### config.mk
export PLATFORM = sky130hd
export DESIGN_NAME = parity_serial_tx
export DESIGN_NICKNAME = d
export VERILOG_FILES = /design/src/rtl/parity_serial_tx.sv
export SDC_FILE = /design/constraint.sdc
export NUM_CORES = 1
export LEC_CHECK = 0
export CAP_MARGIN = 20
export CORE_MARGIN = 1
export CORE_UTILIZATION = 53
export CTS_BUF_LIST = sky130_fd_sc_hd__clkbuf_4
export DETAILED_ROUTE_END_ITERATION = 7
export GPL_ROUTABILITY_DRIVEN = 0
export PLACE_DENSITY = 0.76
export SLEW_MARGIN = 20
export SYNTH_ARGS = -nofsm -noshare
export SYNTH_HDL_FRONTEND = slang
export SYNTH_SLANG_ARGS = --single-unit
### constraint.sdc
create_clock -name clk -period 1.9 [get_ports clk]
set_input_delay 0.475 -clock clk [delete_from_list [all_inputs] [get_ports clk]]
set_output_delay 0.475 -clock clk [all_outputs]
set_load 0.005 [all_outputs]
### src/rtl/parity_serial_tx.sv
// Serial frame transmitter: start, LSB-first data, parity, stop; registers reduction flags of each accepted word.
// Optional TX_ERR_INJECT_EN adds err_inject, which inverts the sent parity bit of one frame.
`timescale 1ns/1ps
module parity_serial_tx #(
    parameter int DATA_W       = 4,
    parameter int CLKS_PER_BIT = 4,
    parameter int ODD_PARITY   = 0
) (
    input  logic              clk,
    input  logic              rst_n,
    input  logic [DATA_W-1:0] din,
    input  logic              din_valid,
`ifdef TX_ERR_INJECT_EN
    input  logic              err_inject,
`endif
    output logic              din_ready,
    output logic              tx,
    output logic              busy,
    output logic              done,
    output logic              and_flag,
    output logic              or_flag,
    output logic              xor_flag
);

    localparam int BIT_W = (DATA_W > 1) ? $clog2(DATA_W) : 1;

    // state | meaning: IDLE wait for word | START tx=0 | DATA shift bits | PARITY parity bit | STOP tx=1
    typedef enum logic [2:0] {
        S_IDLE,
        S_START,
        S_DATA,
        S_PARITY,
        S_STOP
    } state_t;

    state_t            state_q, state_d;
    logic [7:0]        baud_q, baud_d;
    logic [BIT_W-1:0]  bit_q, bit_d;
    logic [DATA_W-1:0] shift_q, shift_d;
    logic              par_q, par_d;
    logic              and_q, and_d;
    logic              or_q, or_d;
    logic              xor_q, xor_d;
    logic              tx_q, tx_d;
    logic              busy_q, busy_d;
    logic              done_q, done_d;
    logic              ready_q, ready_d;
    logic              inj;
    logic              last_tick;

`ifdef TX_ERR_INJECT_EN
    assign inj = err_inject;
`else
    assign inj = 1'b0;
`endif

    assign last_tick = (baud_q == 8'(CLKS_PER_BIT - 1));

    always_comb begin
        state_d = state_q;
        baud_d  = baud_q + 8'd1;
        bit_d   = bit_q;
        shift_d = shift_q;
        par_d   = par_q;
        and_d   = and_q;
        or_d    = or_q;
        xor_d   = xor_q;
        done_d  = 1'b0;

        case (state_q)
            S_IDLE: begin
                baud_d = 8'd0;
                if (din_valid) begin
                    shift_d = din;
                    and_d   = &din;
                    or_d    = |din;
                    xor_d   = ^din;
                    par_d   = (^din) ^ (ODD_PARITY != 0) ^ inj;
                    bit_d   = '0;
                    state_d = S_START;
                end
            end
            S_START: begin
                if (last_tick) begin
                    baud_d  = 8'd0;
                    state_d = S_DATA;
                end
            end
            S_DATA: begin
                if (last_tick) begin
                    baud_d = 8'd0;
                    if (bit_q == BIT_W'(DATA_W - 1)) begin
                        state_d = S_PARITY;
                    end else begin
                        shift_d = shift_q >> 1;
                        bit_d   = bit_q + BIT_W'(1);
                    end
                end
            end
            S_PARITY: begin
                if (last_tick) begin
                    baud_d  = 8'd0;
                    state_d = S_STOP;
                end
            end
            S_STOP: begin
                if (last_tick) begin
                    baud_d  = 8'd0;
                    state_d = S_IDLE;
                    done_d  = 1'b1;
                end
            end
            default: begin
                baud_d  = 8'd0;
                state_d = S_IDLE;
            end
        endcase

        // Outputs are derived from next-state values so they register in step with the state.
        case (state_d)
            S_START:  tx_d = 1'b0;
            S_DATA:   tx_d = shift_d[0];
            S_PARITY: tx_d = par_d;
            default:  tx_d = 1'b1;
        endcase
        busy_d  = (state_d != S_IDLE);
        ready_d = (state_d == S_IDLE);
    end

    always_ff @(posedge clk or negedge rst_n) begin
        if (!rst_n) begin
            state_q <= S_IDLE;
            baud_q  <= 8'd0;
            bit_q   <= '0;
            shift_q <= '0;
            par_q   <= 1'b0;
            and_q   <= 1'b0;
            or_q    <= 1'b0;
            xor_q   <= 1'b0;
            tx_q    <= 1'b1;
            busy_q  <= 1'b0;
            done_q  <= 1'b0;
            ready_q <= 1'b1;
        end else begin
            state_q <= state_d;
            baud_q  <= baud_d;
            bit_q   <= bit_d;
            shift_q <= shift_d;
            par_q   <= par_d;
            and_q   <= and_d;
            or_q    <= or_d;
            xor_q   <= xor_d;
            tx_q    <= tx_d;
            busy_q  <= busy_d;
            done_q  <= done_d;
            ready_q <= ready_d;
        end
    end

    assign tx        = tx_q;
    assign busy      = busy_q;
    assign done      = done_q;
    assign din_ready = ready_q;
    assign and_flag  = and_q;
    assign or_flag   = or_q;
    assign xor_flag  = xor_q;

endmodule

==> results of run 1 <==
synth_stat cells, types with 2 or more instances:
cell type | count | area (um2)
inv_1 | 7 | 26.3
xnor2_1 | 4 | 35.0
xor2_1 | 3 | 26.3
nor2_1 | 12 | 45.0
nand2_1 | 10 | 37.5
mux2i_1 | 3 | 30.0
o21a_1 | 3 | 22.5
nand3_1 | 10 | 50.1
dfrtp_1 | 23 | 576
nor4b_4 | 2 | 47.6
o21ai_0 | 4 | 20.0
and3_1 | 3 | 18.8
ha_1 | 6 | 75.1
dfstp_2 | 2 | 52.6
nand3b_1 | 2 | 15.0
flip-flops by register name (all words and copies together), names as in the netlist:
register   flops
baud_q         8
shift_q        4
state_q        3
bit_q          2
and_flag       1
busy           1
din_ready      1
done           1
or_flag        1
par_q          1
tx             1
xor_flag       1
final timing paths:
kind	start	to	depth (start not counted)
setup / recovery	tx$_DFF_PN1_	tx	1
hold reg to reg	and_flag$_DFFE_PN0P_	and_flag$_DFFE_PN0P_	2
max in group asynchronous	rst_n	tx$_DFF_PN1_	2
setup reg to reg	baud_q[0]$_DFF_PN0_	tx$_DFF_PN1_	5
min in group clk	and_flag$_DFFE_PN0P_	and_flag$_DFFE_PN0P_	2
hold / removal	rst_n	baud_q[2]$_DFF_PN0_	2
cell usage in the layout (no fill, tap or decap), drive strengths merged, types with 2 or more instances in the layout:
cell type / n
nor4b: 2
xor2: 3
nand2: 11
buf: 7
o21a: 3
nand3: 11
nor2: 12
clkbuf: 3
mux2i: 3
o21ai: 4
inv: 7
nand3b: 3
dfrtp: 23
and3: 4
xnor2: 4
dfstp: 2
clkdlybuf4s50: 13
ha: 6
routing by layer:
metal	global-route usage, %	routed length [um]
met1	26.7	1040
met2	35.3	1080
met3	4.24	71
met4	8.80	34
met5	0	0
power breakdown:
group	leakage [nW]	total [mW]	internal (mW)	switching (mW)
combinational	0.374	0.759	0.391	0.368
sequential	0.312	0.866	0.714	0.152
clock	0.0177	0.229	0.0785	0.151
cells by family after synthesis:
family                     synth area share [%]
AOI/OAI and AO/OA                          8.67
muxes                                      2.39
xor gates and xnor gates                   4.89
and+or+nand+nor                            24.4
buffers and inverters                      3.59
DFF                                        50.0
adders and majority gates                  5.98
repair_timing:
item	in CTS	in global routing
setup endpoints to repair	0	2
gates resized for setup	0	1
hold endpoints to repair	0	0
metrics by stage:
step	TNS (ns)	hold WS (ns)	instances
2_1_floorplan	0	0.179	113
3_3_place_gp	0	0.461	159
3_5_place_dp	-0.0819	0.469	159
4_1_cts	0	0.503	163
5_1_grt	0	0.532	163
6_report	0	0.501	163
final cells by class:
class,count,area [um2],share of cell area (%)
Multi-Input combinational cell,79,588,39.5
Sequential cell,25,628,42.2
Clock buffer,3,22.5,1.51
Clock inverter,1,5.00,0.336
Tap cell,28,35.0,2.35
Inverter,7,26.3,1.77
Timing Repair Buffer,20,183,12.3
==> metrics.txt, run 1 <==
Crit-path slowest cell dfstp_2; pwr dens 1250 nW/um2; final net count 149; Final Skew 0.00520 ns; drt via density 5.39; crit path max fanout 1; Max Cap Viol 0; CTS Root Cell clkbuf_4; Die Footprint 2570 um2; Slew headroom 73.9%; worst-path cell chain clkdlybuf4s50_1; ANT cells 0; delay-heaviest family, CP flip-flops; worst slew pin tran 0.391 ns; DP Area 1450 um2; Tot GR Track Use 21.2%; asr flop ratio synth 100%; Setup crit start kind register; Largest stage delay, worst path 0.54 ns; 1st-pass router iterations 4; IO Pins 14; Reg2Reg Setup Slack 0.16 ns; DIE HEIGHT 50.7 um; vias in the first global route 904; Avg Inst Size Synth 11.1 um2; # hold bufs at CTS 0; Final Max Slew Viols 0; gr ovfl total 0; Setup Fix Bufs, Post-CTS 0; CTS buffer count 3; Worst Path Arrival 1.33 ns; Die W 50.7 um; Seq/Total Area, Yosys 50.0%; largest net degree at the start of global routing 26; Vias 879; clock-pin slew on the worst setup and hold paths 0.13 ns; worst path bufs/invs 1; status complete, no violations; worst-skew pair later-pin latency 0.31 ns; Mapped Cells 113; FILL cells 179; worst vdd ir 0.692 mV; fin worst setup slack 0.0904 ns; DP HPWL 1710 um; final WL 2220 um; Area Growth Syn to Fin 18.5%; Main synth FF type dfrtp_1; Min-Delay Path Class primary input to async pin; port bufs 13; Cell Area, Synth 1250 um2; Pwr Total 1.85 mW; H-tree Lvls 1; period utilization 95.2%; DRC viols 0; P_leak 0.704 nW; Worst Path Required 1.42 ns; number of synthesized flops with an enable pin 0; Yosys Warn Count 0; final setup violating endpoints 0; final instance area 1490 um2; distinct cell type count after synthesis 34; Syn Nets 126; Clock Path Buffers 2; Final Util 67.3%; kind of critical path register to primary output; ANT nets after route 0; fin crit period 1.81 ns; CTS tree yes; fmax 0.553 GHz; initial core utilization 56.7%; CORE AREA 2210 um2; Avg WL per Cell 13.6 um; final hold vios 0; RSZ-0062 raised after global routing no; first-pass GRT wire length 3930 um; DP Worst Slack -0.0819 ns; Cell Rows 17; Clock Sinks 25; drt initial violations 12; register bit total from synthesis 25; crit end category primary output; layout cell share with drive strength beyond 1 17.8%; initial antenna violation count 0
Note: power is estimated with default switching activity, not from simulation.
==> inputs of run 2 (changes only) <==
--- a/config.mk
+++ b/config.mk
@@ -5,6 +5,7 @@
 export SDC_FILE = /design/constraint.sdc
 export NUM_CORES = 1
 export LEC_CHECK = 0
+export ABC_CLOCK_PERIOD_IN_PS = 1900
 export CAP_MARGIN = 20
 export CORE_MARGIN = 1
 export CORE_UTILIZATION = 53
==> results of run 2 <==
No change in the layout: final DEF, timing and power equal those of run 1.
==> inputs of run 3 (changes only) <==
--- a/config.mk
+++ b/config.mk
@@ -8,11 +8,12 @@
 export ABC_CLOCK_PERIOD_IN_PS = 1900
 export CAP_MARGIN = 20
 export CORE_MARGIN = 1
-export CORE_UTILIZATION = 53
+export CORE_UTILIZATION = 44
 export CTS_BUF_LIST = sky130_fd_sc_hd__clkbuf_4
 export DETAILED_ROUTE_END_ITERATION = 7
 export GPL_ROUTABILITY_DRIVEN = 0
-export PLACE_DENSITY = 0.76
+export GPL_TIMING_DRIVEN = 0
+export PLACE_DENSITY = 0.64
 export SLEW_MARGIN = 20
 export SYNTH_ARGS = -nofsm -noshare
 export SYNTH_HDL_FRONTEND = slang
==> run 3 against run 2 <==
- clock-buffer cell count increased by 1
- sequential power fell by 4.3%
- sequential share of layout area grew 0.94 points
- critical path depth is the same
- setup slack got worse by 0.0036 ns
- critical path type unchanged
- highest routed layer unchanged
==> metrics.txt, run 3 (same netlist as run 1, synthesis figures left out) <==
status complete, no violations; most frequent cells in the layout dfrtp_1, nor2_1, clkdlybuf4s50_1; DRC viols 0; initial antenna violation count 0; H-tree Lvls 1; final net count 144; crit end category primary output; Final Skew 0.00271 ns; Final Max Slew Viols 0; first-pass GRT wire length 3810 um; FF/Latch Area 628 um2; clock-pin slew on the worst setup and hold paths 0.13 ns; initial core utilization 45.9%; RSZ-0062 raised after global routing no; Crit-path slowest cell dfstp_2; P_leak 0.682 nW; drt via density 5.39; worst vdd ir 0.740 mV; Final Util 53.2%; Cell Rows 19; CTS Root Cell clkbuf_4; FF-to-FF End tx$_DFF_PN1_; IO Pins 14; Top Registers baud_q: 8 flops, shift_q: 4 flops, state_q: 3 flops; final hold vios 0; largest net degree at the start of global routing 26; drt initial violations 15; Tot GR Track Use 15.4%; PostCTS Resize Cnt 0; Worst Path Required 1.42 ns; fin crit period 1.81 ns; FILL cells 254; Critical Path Sink tx; Largest stage delay, worst path 0.54 ns; worst slew pin tran 0.555 ns; Multi-input gate area 588 um2; ANT cells 0; layout cell share with drive strength beyond 1 15.4%; Die Footprint 3070 um2; DP HPWL 1590 um; Avg WL per Cell 13.2 um; period utilization 95.4%; Setup crit start kind register; crit path max fanout 1; gr ovfl total 0; Min-Delay Path Class primary input to async pin; 1st-pass router iterations 4; CTS tree yes; Levels on crit path 1; port bufs 13; DIE HEIGHT 55.4 um; worst path bufs/invs 1; CORE AREA 2730 um2; max reg flops 8; Vias 868; DP Worst Slack -0.155 ns; Worst Path Arrival 1.34 ns; Area Growth Syn to Fin 16.0%; worst-skew pair later-pin latency 0.32 ns; most common cell after layout, fill and taps aside dfrtp_1; Setup TNS 0 ns; Clock Path Buffers 2; # hold bufs at CTS 0; kind of critical path register to primary output; fin worst setup slack 0.0868 ns; CTS buffer count 3; Die W 55.4 um; fmax 0.552 GHz; delay-heaviest family, CP flip-flops; final WL 2130 um; Slew headroom 63.0%; Clock Sinks 25; largest reg by FF count baud_q; Setup Fix Bufs, Post-CTS 0; worst r2r src baud_q[0]$_DFF_PN0_; Pwr Total 1.85 mW; ANT nets after route 0; pwr dens 1270 nW/um2; Max Cap Viol 0; final setup violating endpoints 0; vias in the first global route 879; Reg2Reg Setup Slack 0.19 ns; critical path launch point tx$_DFF_PN1_; worst reg-to-reg path cell count 5; worst-path cell chain clkdlybuf4s50_1
-- run 3: cell types whose count changed in the layout (fill, tap and decap cells not counted), sizes merged --
cell / change
buf: -4
clkbuf: +1
clkdlybuf4s50: -1
clkinv: -1
-- run 3: worst min path at each step --
stage	slack, ns	end	from
3_3_place_gp	0.46	and_flag$_DFFE_PN0P_	and_flag$_DFFE_PN0P_
6_report	0.12	state_q[2]$_DFF_PN0_	rst_n
3_5_place_dp	0.47	and_flag$_DFFE_PN0P_	and_flag$_DFFE_PN0P_
2_1_floorplan	0.18	and_flag$_DFFE_PN0P_	rst_n
4_1_cts	0.49	baud_q[0]$_DFF_PN0_	baud_q[0]$_DFF_PN0_
5_1_grt	0.15	busy$_DFF_PN0_	rst_n
-- run 3: area by class of cell --
class,instances,area share [%]
buffer,2,1.29
clock buffer,4,2.06
inverter,7,1.81
multi-input combinational,79,40.4
sequential,25,43.2
tap,31,2.67
timing repair buffer,13,8.60
-- run 3: metal layers --
| metal | GRT usage, % | vias to the layer above | part of all wire (%) |
|---|---|---|---|
| met5 | 0 | - | 0 |
| met4 | 5.36 | 0 | 1.4 |
| met3 | 3.28 | 3 | 3.5 |
| met2 | 25.3 | 16 | 49 |
| met1 | 20.2 | 423 | 46 |
| li1 | - | 426 | - |
-- run 3: stage by stage --
step,hold WS (ns),cells,cell area (um2)
after floorplan,0.179,113,1250
after global placement,0.459,157,1420
after detailed placement,0.471,157,1420
after CTS,0.493,161,1450
after global routing,0.146,161,1460
final,0.124,161,1460
-- run 3: power by group --
part           switching, mW  internal (mW)
clock network          0.155         0.0964
registers              0.115          0.714
logic                  0.388          0.386
total                  0.657           1.20
